==> src/rtl/obstacle_scheduler.sv <==
// Play-screen sequencer: spawns obstacles, steps them toward the hero every game tick,
// drives the hero jump animation from keypad presses and resolves clear/hit outcomes.
module obstacle_scheduler #(
  parameter int unsigned TICK_DIV   = 5_000_000,
  parameter int unsigned N_POS      = 4,
  parameter int unsigned JUMP_TICKS = 3,
  parameter int unsigned WIN_SCORE  = 20,
  parameter logic [4:0]  JUMP_KEY   = 5'd2,
  parameter logic [2:0]  PLAY_CODE  = 3'd3
) (
  input  logic       clk,
  input  logic       rst_n,
  input  logic [2:0] presente,
  input  logic       keypad_pressed,
  input  logic [4:0] key,
  output logic [3:0] tipo_obs,
  output logic [2:0] obs_pos,
  output logic [1:0] var_h,
  output logic [7:0] score,
  output logic [1:0] W_or_L
);

  localparam int             TW        = $clog2(TICK_DIV);
  localparam logic [TW-1:0]  TICK_LAST = TW'(TICK_DIV - 1);
  localparam logic [TW-1:0]  TICK_ZERO = {TW{1'b0}};
  localparam logic [2:0]     POS_MAX   = 3'(N_POS - 1);
  localparam logic [2:0]     JT        = 3'(JUMP_TICKS);
  localparam logic [7:0]     WIN_S     = 8'(WIN_SCORE);

  typedef enum logic [1:0] {IDLE = 2'd0, RUN = 2'd1, DONE = 2'd2} state_t;

  state_t          state_r, state_s;
  logic [TW-1:0]   tick_cnt_r, tick_cnt_s;
  logic [2:0]      jump_cnt_r, jump_cnt_s;
  logic [7:0]      lfsr_r, lfsr_s;
  logic            press_q_r, press_q_s;
  logic [3:0]      tipo_r, tipo_s;
  logic [2:0]      pos_r, pos_s;
  logic [1:0]      var_h_r, var_h_s;
  logic [7:0]      score_r, score_s;
  logic [1:0]      wl_r, wl_s;
  logic            press_s, tick_s, jump_req_s, end_s;

  // Fibonacci LFSR, taps 8,6,5,4; non-zero seed keeps it out of the lock-up state
  function automatic logic [7:0] lfsr_step(input logic [7:0] l);
    return {l[6:0], l[7] ^ l[5] ^ l[4] ^ l[3]};
  endfunction

  // Glyph 0 means "no obstacle", so a zero draw is promoted to type 1
  function automatic logic [3:0] obs_type(input logic [3:0] l);
    return (l == 4'h0) ? 4'h1 : l;
  endfunction

  // Next-state and next-output logic for the whole game sequencer
  always_comb begin
    state_s    = state_r;
    tick_cnt_s = tick_cnt_r;
    jump_cnt_s = jump_cnt_r;
    tipo_s     = tipo_r;
    pos_s      = pos_r;
    var_h_s    = var_h_r;
    score_s    = score_r;
    wl_s       = wl_r;
    lfsr_s     = lfsr_step(lfsr_r);
    press_q_s  = keypad_pressed;
    press_s    = keypad_pressed & ~press_q_r;
    tick_s     = 1'b0;
    jump_req_s = 1'b0;
    end_s      = 1'b0;
    if ((state_r != IDLE) && (presente != PLAY_CODE)) begin
      state_s    = IDLE;
      tipo_s     = 4'h0;
      pos_s      = 3'd0;
      var_h_s    = 2'b00;
      jump_cnt_s = 3'd0;
    end else begin
      case (state_r)
        IDLE: begin
          tipo_s     = 4'h0;
          pos_s      = 3'd0;
          var_h_s    = 2'b00;
          jump_cnt_s = 3'd0;
          if (presente == PLAY_CODE) begin
            state_s    = RUN;
            score_s    = 8'd0;
            wl_s       = 2'b00;
            tick_cnt_s = TICK_ZERO;
            pos_s      = POS_MAX;
            tipo_s     = obs_type(lfsr_r[3:0]);
          end else begin
            state_s = IDLE;
          end
        end
        RUN: begin
          tick_s     = (tick_cnt_r == TICK_LAST);
          jump_req_s = press_s & (key == JUMP_KEY) & (jump_cnt_r == 3'd0);
          if (tick_s) begin
            tick_cnt_s = TICK_ZERO;
            if (pos_r != 3'd0) begin
              pos_s = pos_r - 3'd1;
            end else if (jump_cnt_r != 3'd0) begin
              score_s = score_r + 8'd1;
              pos_s   = POS_MAX;
              tipo_s  = obs_type(lfsr_r[3:0]);
              if (score_s == WIN_S) begin
                wl_s  = 2'b01;
                end_s = 1'b1;
              end else begin
                end_s = 1'b0;
              end
            end else begin
              wl_s  = 2'b10;
              end_s = 1'b1;
            end
            // Decrement uses the pre-tick count; landing happens on the last airborne tick
            if (jump_cnt_r != 3'd0) begin
              jump_cnt_s = jump_cnt_r - 3'd1;
              var_h_s    = (jump_cnt_r == 3'd1) ? 2'b00 : var_h_r;
            end else begin
              jump_cnt_s = jump_cnt_r;
            end
          end else begin
            tick_cnt_s = tick_cnt_r + TW'(1);
          end
          if (end_s) begin
            state_s = DONE;
          end else if (jump_req_s) begin
            state_s    = RUN;
            jump_cnt_s = JT;
            var_h_s    = 2'b01;
          end else begin
            state_s = RUN;
          end
        end
        DONE: begin
          state_s = DONE;
        end
        default: begin
          state_s = IDLE;
        end
      endcase
    end
  end

  // State and output registers
  always_ff @(posedge clk or negedge rst_n) begin
    if (!rst_n) begin
      state_r    <= IDLE;
      tick_cnt_r <= TICK_ZERO;
      jump_cnt_r <= 3'd0;
      lfsr_r     <= 8'hA5;
      press_q_r  <= 1'b0;
      tipo_r     <= 4'h0;
      pos_r      <= 3'd0;
      var_h_r    <= 2'b00;
      score_r    <= 8'd0;
      wl_r       <= 2'b00;
    end else begin
      state_r    <= state_s;
      tick_cnt_r <= tick_cnt_s;
      jump_cnt_r <= jump_cnt_s;
      lfsr_r     <= lfsr_s;
      press_q_r  <= press_q_s;
      tipo_r     <= tipo_s;
      pos_r      <= pos_s;
      var_h_r    <= var_h_s;
      score_r    <= score_s;
      wl_r       <= wl_s;
    end
  end

  assign tipo_obs = tipo_r;
  assign obs_pos  = pos_r;
  assign var_h    = var_h_r;
  assign score    = score_r;
  assign W_or_L   = wl_r;

endmodule

==> config.mk <==
export PLATFORM = sky130hd
export DESIGN_NAME = obstacle_scheduler
export DESIGN_NICKNAME = d
export VERILOG_FILES = /design/src/rtl/obstacle_scheduler.sv
export SDC_FILE = /design/constraint.sdc
export NUM_CORES = 1
export LEC_CHECK = 0
export CAP_MARGIN = 10
export CORE_ASPECT_RATIO = 0.8
export CORE_MARGIN = 4
export CORE_UTILIZATION = 40
export CTS_BUF_LIST = sky130_fd_sc_hd__clkbuf_8
export DETAILED_ROUTE_END_ITERATION = 8
export GPL_ROUTABILITY_DRIVEN = 1
export PLACE_DENSITY = 0.64
export SLEW_MARGIN = 20
export SYNTH_ARGS = -nofsm -noshare
export SYNTH_HDL_FRONTEND = slang
export SYNTH_SLANG_ARGS = --single-unit
==> constraint.sdc <==
create_clock -name clk -period 2.55 [get_ports clk]
set_input_delay 0.3825 -clock clk [delete_from_list [all_inputs] [get_ports clk]]
set_output_delay 0.3825 -clock clk [all_outputs]
set_load 0.1 [all_outputs]
==> results of run 1 <==
[state kept, by name, indices dropped and copies added (netlist names)]
name,flops
obs_pos,3
tick_cnt_r,23
W_or_L,2
score,8
lfsr_r,8
var_h,2
jump_cnt_r,3
tipo_obs,4
press_q_r,1
state_r,2
[Yosys cell counts, types with 5 or more instances]
library cell	number
sky130_fd_sc_hd__dfrtp_1	52
sky130_fd_sc_hd__nand2_1	28
sky130_fd_sc_hd__nor2_1	26
sky130_fd_sc_hd__nor3_1	15
sky130_fd_sc_hd__nand3_1	14
sky130_fd_sc_hd__o21ai_0	14
sky130_fd_sc_hd__xnor2_1	14
sky130_fd_sc_hd__a21oi_1	12
sky130_fd_sc_hd__inv_1	11
sky130_fd_sc_hd__nand4_1	11
sky130_fd_sc_hd__clkbuf_1	10
sky130_fd_sc_hd__nor4_1	10
sky130_fd_sc_hd__ha_1	8
sky130_fd_sc_hd__a31oi_1	7
sky130_fd_sc_hd__mux2i_1	7
sky130_fd_sc_hd__nand2b_1	7
sky130_fd_sc_hd__and3_1	6
sky130_fd_sc_hd__or3_1	6
sky130_fd_sc_hd__a22o_1	5
[layer usage]
| metal | part of all wire (%) | up-vias |
|---|---|---|
| met1 | 54 | 1241 |
| met2 | 42 | 28 |
| met5 | 0 | - |
| met3 | 2.7 | 8 |
| met4 | 0.96 | 0 |
| li1 | - | 1275 |
[final timing paths]
kind | end | slack, ns | depth (start not counted)
min in group clk | lfsr_r[7] | 0.36 | 0
hold reg to reg | lfsr_r[7] | 0.36 | 0
max in group asynchronous | obs_pos[0] | 1.80 | 2
setup reg to reg | tipo_obs[0] | 0.15 | 7
setup / recovery | tipo_obs[0] | 0.15 | 7
hold / removal | tick_cnt_r[6] | 0.17 | 2
[per-stage QoR]
step                      power [mW]  util (%)  TNS [ns]
after floorplan                 1.05         -   -0.0104
after global placement          1.12      47.9         0
after detailed placement        1.12      47.9         0
after CTS                       1.64      49.2         0
after global routing            1.70      49.2         0
final                           1.61      49.2         0
[worst max-delay path: stages (launching register included)]
cell and delay (ns):
sky130_fd_sc_hd__dfrtp_4 0.49, sky130_fd_sc_hd__inv_1 0.12, sky130_fd_sc_hd__ha_1 0.20, sky130_fd_sc_hd__or4b_1 0.49, sky130_fd_sc_hd__nor4_4 0.21, sky130_fd_sc_hd__a31oi_2 0.17
sky130_fd_sc_hd__or4_1 0.49, sky130_fd_sc_hd__o211a_1 0.14
[final cells by class]
cell class                      count  area (sq um)
Inverter                           11          41.3
Sequential cell                    56          1410
Fill cell                         735          3770
Clock buffer                        5          68.8
Multi-Input combinational cell    245          1600
Timing Repair Buffer               48           380
Clock inverter                      3          27.5
Tap cell                          105           131
[power groups by stage]
stage	clock (mW)	combinational, mW	sequential (mW)
detailed placement	0	0.177	0.941
CTS	0.537	0.178	0.924
global route	0.574	0.194	0.928
global placement	0	0.176	0.941
finish	0.512	0.177	0.924
floorplan	0	0.0533	0.993
[cell families (layout without fill, tap and decap cells)]
logic type / after synthesis / in the layout / synth area share, %
xor+xnor: 18 / 18 / 5.12
flops: 56 / 56 / 45.7
compound gates: 62 / 62 / 13.7
mux: 7 / 7 / 2.28
fa+ha+maj: 8 / 8 / 3.25
buf+inv: 23 / 67 / 2.89
simple gates: 150 / 150 / 27.1
==> metrics.txt, run 1 <==
# TYPE chip_impl_metric gauge
chip_impl_metric{name="floorplan.die_area",unit="sq um"} 9170
chip_impl_metric{name="cts.reportedPaths.clkPinSlew",unit="ns"} 0.10
chip_impl_metric{name="routed_wirelength",unit="mm"} 7.11
chip_impl_metric{name="synth_edf_count",unit=""} 0
chip_impl_metric{name="globalRouteMet2Util",unit="%"} 22.8
chip_impl_metric{name="fmax",unit="MHz"} 416
chip_impl_metric{name="placed_insts",unit=""} 465
chip_impl_metric{name="globalplace.congestion",unit=""} 0.817
chip_impl_metric{name="cts_num_sinks",unit=""} 56
chip_impl_info{name="outcome",value="finished clean"} 1
chip_impl_metric{name="area_growth",unit="%"} 18.8
chip_impl_metric{name="vias",unit=""} 2552
chip_impl_metric{name="finish.cell_count_without_fillers",unit=""} 473
chip_impl_metric{name="first_pass_iters",unit=""} 4
chip_impl_info{name="layout_commonest_cell",value="sky130_fd_sc_hd__dfrtp_1"} 1
chip_impl_metric{name="synth_area",unit="sq um"} 3080
chip_impl_metric{name="p_sw",unit="mW"} 0.449
chip_impl_metric{name="synth_top_area_share",unit="%"} 42.3
chip_impl_metric{name="grt_start_max_net_pins",unit=""} 57
chip_impl_metric{name="clkLatencyLatePin",unit="ns"} 0.32
chip_impl_info{name="most-common-layout-cells",value="sky130_fd_sc_hd__dfrtp_1, sky130_fd_sc_hd__buf_4, sky130_fd_sc_hd__nand2_1, sky130_fd_sc_hd__nor2_1, sky130_fd_sc_hd__nor3_1"} 1
chip_impl_info{name="worstSetupStartpointType",value="register"} 1
chip_impl_metric{name="clock_path_buffers",unit=""} 2
chip_impl_metric{name="layout_min_cycle_time",unit="ns"} 2.40
chip_impl_metric{name="fp.dieH",unit="microns"} 86.5
chip_impl_metric{name="drive_gt1_share",unit="%"} 17.1
chip_impl_metric{name="synth.avg_cell_area",unit="sq um"} 9.50
chip_impl_metric{name="synthesis.yosys.warnings",unit=""} 0
chip_impl_metric{name="floorplan.initialDensity",unit="%"} 41.4
chip_impl_metric{name="final_max_slew_viol_count",unit=""} 0
chip_impl_metric{name="cts_buffers",unit=""} 5
chip_impl_metric{name="pre_cts_worst_setup_slack",unit="ns"} 0.176
chip_impl_metric{name="clock_skew",unit="ns"} 0.0106
chip_impl_metric{name="vdd.ir_drop.worst",unit="mV"} 0.242
chip_impl_metric{name="max_cap_violations",unit=""} 0
chip_impl_metric{name="num_io_pins",unit=""} 30
chip_impl_metric{name="track_usage",unit="%"} 16.2
chip_impl_metric{name="floorplan.rows",unit=""} 28
chip_impl_metric{name="worst_ep_arrival_time",unit="ns"} 2.61
chip_impl_metric{name="design_area",unit="sq um"} 3660
chip_impl_metric{name="netlist_instances",unit=""} 324
chip_impl_info{name="reg2reg_from",value="obs_pos[0]"} 1
chip_impl_metric{name="postSynthRegisterBits",unit=""} 56
chip_impl_metric{name="async_s_r_ff_share_synth",unit="%"} 100
chip_impl_metric{name="setup_violations",unit=""} 0
chip_impl_metric{name="timing.slew.headroom",unit="%"} 52.0
chip_impl_info{name="netlist_top_cells_area",value="sky130_fd_sc_hd__dfrtp_1, sky130_fd_sc_hd__xnor2_1, sky130_fd_sc_hd__dfstp_2"} 1
chip_impl_metric{name="port_buffers",unit=""} 29
chip_impl_metric{name="use_met1",unit="%"} 25.8
chip_impl_info{name="critPathCaptureType",value="register"} 1
chip_impl_metric{name="htree_num_levels",unit=""} 2
chip_impl_metric{name="power_switching_share",unit="%"} 27.9
chip_impl_metric{name="first_global_vias",unit=""} 2370
chip_impl_info{name="grt.busiest_layer",value="met1"} 1
chip_impl_metric{name="clock_power_share",unit="%"} 31.7
chip_impl_info{name="clock-root-buffer",value="sky130_fd_sc_hd__clkbuf_8"} 1
chip_impl_metric{name="antenna_found_initial",unit=""} 0
chip_impl_metric{name="worst_ep_required_time",unit="ns"} 2.76
chip_impl_metric{name="max_slew.worst_pin.slew",unit="ns"} 0.720
chip_impl_info{name="path_class",value="register to register"} 1
chip_impl_metric{name="dpl.hpwl",unit="mm"} 5.26
chip_impl_metric{name="leakage_power_total",unit="nW"} 1.57
chip_impl_metric{name="power.share.combinational",unit="%"} 11.0
chip_impl_metric{name="worst-path-max-fanout",unit=""} 4
chip_impl_metric{name="vias_per_cell",unit=""} 5.40
chip_impl_info{name="dominantRegCellSynth",value="sky130_fd_sc_hd__dfrtp_1"} 1
chip_impl_metric{name="min_period_over_period",unit="%"} 94.2
chip_impl_metric{name="global_route_wire_length_before_repair",unit="mm"} 12.0
chip_impl_metric{name="power_per_cell_area",unit="nW/um^2"} 441
chip_impl_metric{name="drtIter0Drc",unit=""} 101
chip_impl_metric{name="globalRouteOverflowTotal",unit=""} 0
chip_impl_metric{name="synth-seq-area-share",unit="%"} 45.7
chip_impl_info{name="worstSetupStartpoint",value="obs_pos[0]"} 1
chip_impl_metric{name="postcts_setup_bufs",unit=""} 0
chip_impl_metric{name="place_area",unit="sq um"} 3550
chip_impl_metric{name="layout_nets",unit=""} 386
chip_impl_metric{name="pwr-share-seq",unit="%"} 57.3
chip_impl_metric{name="holdWs",unit="ns"} 0.166
chip_impl_metric{name="cts_hold_repair.buffers",unit=""} 0
chip_impl_info{name="synth_top_cell_by_area",value="sky130_fd_sc_hd__dfrtp_1"} 1
chip_impl_metric{name="post-route-drc-count",unit=""} 0
chip_impl_metric{name="drt-wirelength-per-cell",unit="microns"} 15.0
chip_impl_metric{name="worst_slack",unit="ns"} 0.147
chip_impl_metric{name="ys_types",unit=""} 53
chip_impl_metric{name="count_of_final_hold_check_violations",unit=""} 0
chip_impl_metric{name="total_core_area",unit="sq um"} 7430
chip_impl_metric{name="quantity_of_gates_resized_following_cts",unit=""} 0
chip_impl_metric{name="antennaDiodeCount",unit=""} 0
chip_impl_info{name="hold_path.class",value="input port to async pin"} 1
chip_impl_metric{name="dieWidth",unit="microns"} 106
chip_impl_metric{name="syn-num-nets",unit=""} 343
chip_impl_info{name="cts_tree",value="built"} 1
chip_impl_metric{name="gr-usage-met3",unit="%"} 2.53
chip_impl_info{name="rsz0062_at_grt",value="false"} 1
chip_impl_metric{name="power_report.internal_total",unit="mW"} 1.16
chip_impl_metric{name="antenna_violating_nets_post_route",unit=""} 0
(Power assumes the default switching activity.)
==> run 2: changes to the inputs <==
CAP_MARGIN = 20   (was 10)
SKIP_LAST_GASP = 1   (was not set)
==> results of run 2 <==
The final DEF is identical to that of run 1; final timing and power are the same.
==> run 3: changes to the inputs <==
PLACE_DENSITY = 0.57   (was 0.64)
==> metrics.txt, run 3 (synthesis gave the netlist of run 1 again) <==
# TYPE chip_impl_metric gauge
chip_impl_info{name="outcome",value="finished clean"} 1
chip_impl_metric{name="leakage_power_total",unit="nW"} 1.58
chip_impl_metric{name="port_buffers",unit=""} 29
chip_impl_metric{name="postcts_setup_bufs",unit=""} 0
chip_impl_metric{name="htree_num_levels",unit=""} 2
chip_impl_info{name="rsz0062_at_grt",value="true"} 1
chip_impl_metric{name="critPathBufInv",unit=""} 1
chip_impl_metric{name="r2r_slack",unit="ns"} 0.11
chip_impl_metric{name="first_global_vias",unit=""} 2411
chip_impl_info{name="most-common-layout-cells",value="sky130_fd_sc_hd__dfrtp_1, sky130_fd_sc_hd__buf_4, sky130_fd_sc_hd__nand2_1, sky130_fd_sc_hd__nor2_1, sky130_fd_sc_hd__nor3_1"} 1
chip_impl_info{name="critPathCaptureType",value="register"} 1
chip_impl_metric{name="drt-wirelength-per-cell",unit="microns"} 15.4
chip_impl_metric{name="fin_total_pwr",unit="mW"} 1.73
chip_impl_metric{name="cts.reportedPaths.clkPinSlew",unit="ns"} 0.10
chip_impl_info{name="hold_path.class",value="input port to async pin"} 1
chip_impl_metric{name="clock_path_buffers",unit=""} 2
chip_impl_metric{name="largest_register_ff_count",unit=""} 23
chip_impl_metric{name="post-route-drc-count",unit=""} 0
chip_impl_metric{name="cts_buffers",unit=""} 5
chip_impl_metric{name="worst_ep_required_time",unit="ns"} 2.75
chip_impl_metric{name="global_route_wire_length_before_repair",unit="mm"} 12.3
chip_impl_metric{name="layout_nets",unit=""} 385
chip_impl_metric{name="worst_ep_arrival_time",unit="ns"} 2.64
chip_impl_info{name="clock-root-buffer",value="sky130_fd_sc_hd__clkbuf_8"} 1
chip_impl_metric{name="first_pass_iters",unit=""} 4
chip_impl_metric{name="antennaDiodeCount",unit=""} 0
chip_impl_info{name="layout_commonest_cell",value="sky130_fd_sc_hd__dfrtp_1"} 1
chip_impl_info{name="worstSetupStartpointType",value="register"} 1
chip_impl_metric{name="vias",unit=""} 2576
chip_impl_metric{name="max_cap_violations",unit=""} 0
chip_impl_metric{name="clock_skew",unit="ns"} 0.0149
chip_impl_metric{name="area_growth",unit="%"} 19.6
chip_impl_metric{name="routed_wirelength",unit="mm"} 7.27
chip_impl_metric{name="globalplace.congestion",unit=""} 0.826
chip_impl_metric{name="cts_num_sinks",unit=""} 56
chip_impl_info{name="regMostFlops",value="tick_cnt_r"} 1
chip_impl_metric{name="fp.dieH",unit="microns"} 86.5
chip_impl_info{name="crit_path_cell_trace",value="inv_1, ha_1, or4b_1, nor4_4, a31oi_2, or4_1, o211a_1"} 1
chip_impl_metric{name="cts_hold_repair.buffers",unit=""} 0
chip_impl_metric{name="antenna_found_initial",unit=""} 0
chip_impl_metric{name="num_io_pins",unit=""} 30
chip_impl_metric{name="min_period_over_period",unit="%"} 95.7
chip_impl_metric{name="worst-path-max-fanout",unit=""} 4
chip_impl_metric{name="floorplan.initialDensity",unit="%"} 41.4
chip_impl_metric{name="largest_stage_delay_on_the_critical_path",unit="ns"} 0.50
chip_impl_metric{name="setup_violations",unit=""} 0
chip_impl_info{name="path_class",value="register to register"} 1
chip_impl_metric{name="quantity_of_gates_resized_following_cts",unit=""} 0
chip_impl_metric{name="antenna_violating_nets_post_route",unit=""} 0
chip_impl_info{name="cp_slowest_cell",value="sky130_fd_sc_hd__or4b_1"} 1
chip_impl_metric{name="vias_per_cell",unit=""} 5.46
chip_impl_metric{name="drtIter0Drc",unit=""} 142
chip_impl_metric{name="power_per_cell_area",unit="nW/um^2"} 471
chip_impl_metric{name="layout_min_cycle_time",unit="ns"} 2.44
chip_impl_info{name="critical-path-top-delay-family",value="simple AND/OR/NAND/NOR gates"} 1
chip_impl_metric{name="globalRouteOverflowTotal",unit=""} 0
chip_impl_metric{name="max_slew.worst_pin.slew",unit="ns"} 0.725
chip_impl_metric{name="clkLatencyLatePin",unit="ns"} 0.32
chip_impl_metric{name="fmax",unit="MHz"} 410
chip_impl_metric{name="vdd.ir_drop.worst",unit="mV"} 0.266
chip_impl_metric{name="grt_start_max_net_pins",unit=""} 57
chip_impl_info{name="cts_tree",value="built"} 1
chip_impl_metric{name="drive_gt1_share",unit="%"} 16.9
chip_impl_metric{name="track_usage",unit="%"} 16.5
chip_impl_metric{name="count_of_final_hold_check_violations",unit=""} 0
chip_impl_metric{name="total_core_area",unit="sq um"} 7430
chip_impl_metric{name="floorplan.die_area",unit="sq um"} 9170
chip_impl_metric{name="dpl.hpwl",unit="mm"} 5.18
chip_impl_metric{name="dieWidth",unit="microns"} 106
chip_impl_metric{name="floorplan.rows",unit=""} 28
chip_impl_metric{name="final_max_slew_viol_count",unit=""} 0
chip_impl_metric{name="timing.slew.headroom",unit="%"} 51.4
chip_impl_metric{name="finalCoreUtilization",unit="%"} 49.5
run 3: changes by cell type in the layout (fill, tap and decap cells not counted), sizes merged:
cell / change
clkbuf: +2
bufinv: +1
clkinvlp: -1
clkinv: -1
inv: -1
buf: -1
run 3: worst paths after layout:
| path | start | end | cells after the start |
|---|---|---|---|
| max | obs_pos[0] | tipo_obs[0] | 7 |
| max in group asynchronous | rst_n | obs_pos[0] | 2 |
| min in group clk | lfsr_r[6] | lfsr_r[7] | 0 |
| min | rst_n | tick_cnt_r[18] | 2 |
| max reg2reg | obs_pos[0] | tipo_obs[0] | 7 |
| min reg2reg | lfsr_r[6] | lfsr_r[7] | 0 |
run 3: final cells by class:
type                    instances  area, sq um
clock buffers                   7         96.3
clock inverters                 1         30.0
fillers                       724         3750
inverters                      11         41.3
multi-input cells             245         1600
flip-flops and latches         56         1410
well taps                     105          131
repair buffers                 47          373
run 3: power by group:
group | internal [mW] | switching [mW]
Sequential | 0.906 | 0.0187
Clock | 0.347 | 0.289
Combinational | 0.0533 | 0.120
Total | 1.31 | 0.428
run 3: metal layers:
metal	vias up	track usage, %	wire, microns
met3	11	2.83	196
met4	0	5.29	104
met1	1255	25.4	3920
met2	37	23.6	3050
li1	1273	-	-
met5	-	0	0
run 3: worst register-to-register path: stages, from the launching register on:
cell	delay (ns)
sky130_fd_sc_hd__dfrtp_4	0.49
sky130_fd_sc_hd__inv_1	0.12
sky130_fd_sc_hd__ha_1	0.20
sky130_fd_sc_hd__or4b_1	0.50
sky130_fd_sc_hd__nor4_4	0.20
sky130_fd_sc_hd__a31oi_2	0.18
sky130_fd_sc_hd__or4_1	0.50
sky130_fd_sc_hd__o211a_1	0.14
run 3: metrics by stage:
stage          cell area [sq um]  setup WS [ns]  setup TNS [ns]  hold WS [ns]  instances
4_1_cts                     3670         0.0776               0         0.218        472
3_5_place_dp                3550          0.126               0         0.339        464
2_1_floorplan               3080        -0.0104         -0.0104        0.0869        324
5_1_grt                     3680        -0.0140         -0.0200         0.252        472
3_3_place_gp                3550          0.177               0         0.336        464
6_report                    3680          0.111               0         0.180        472
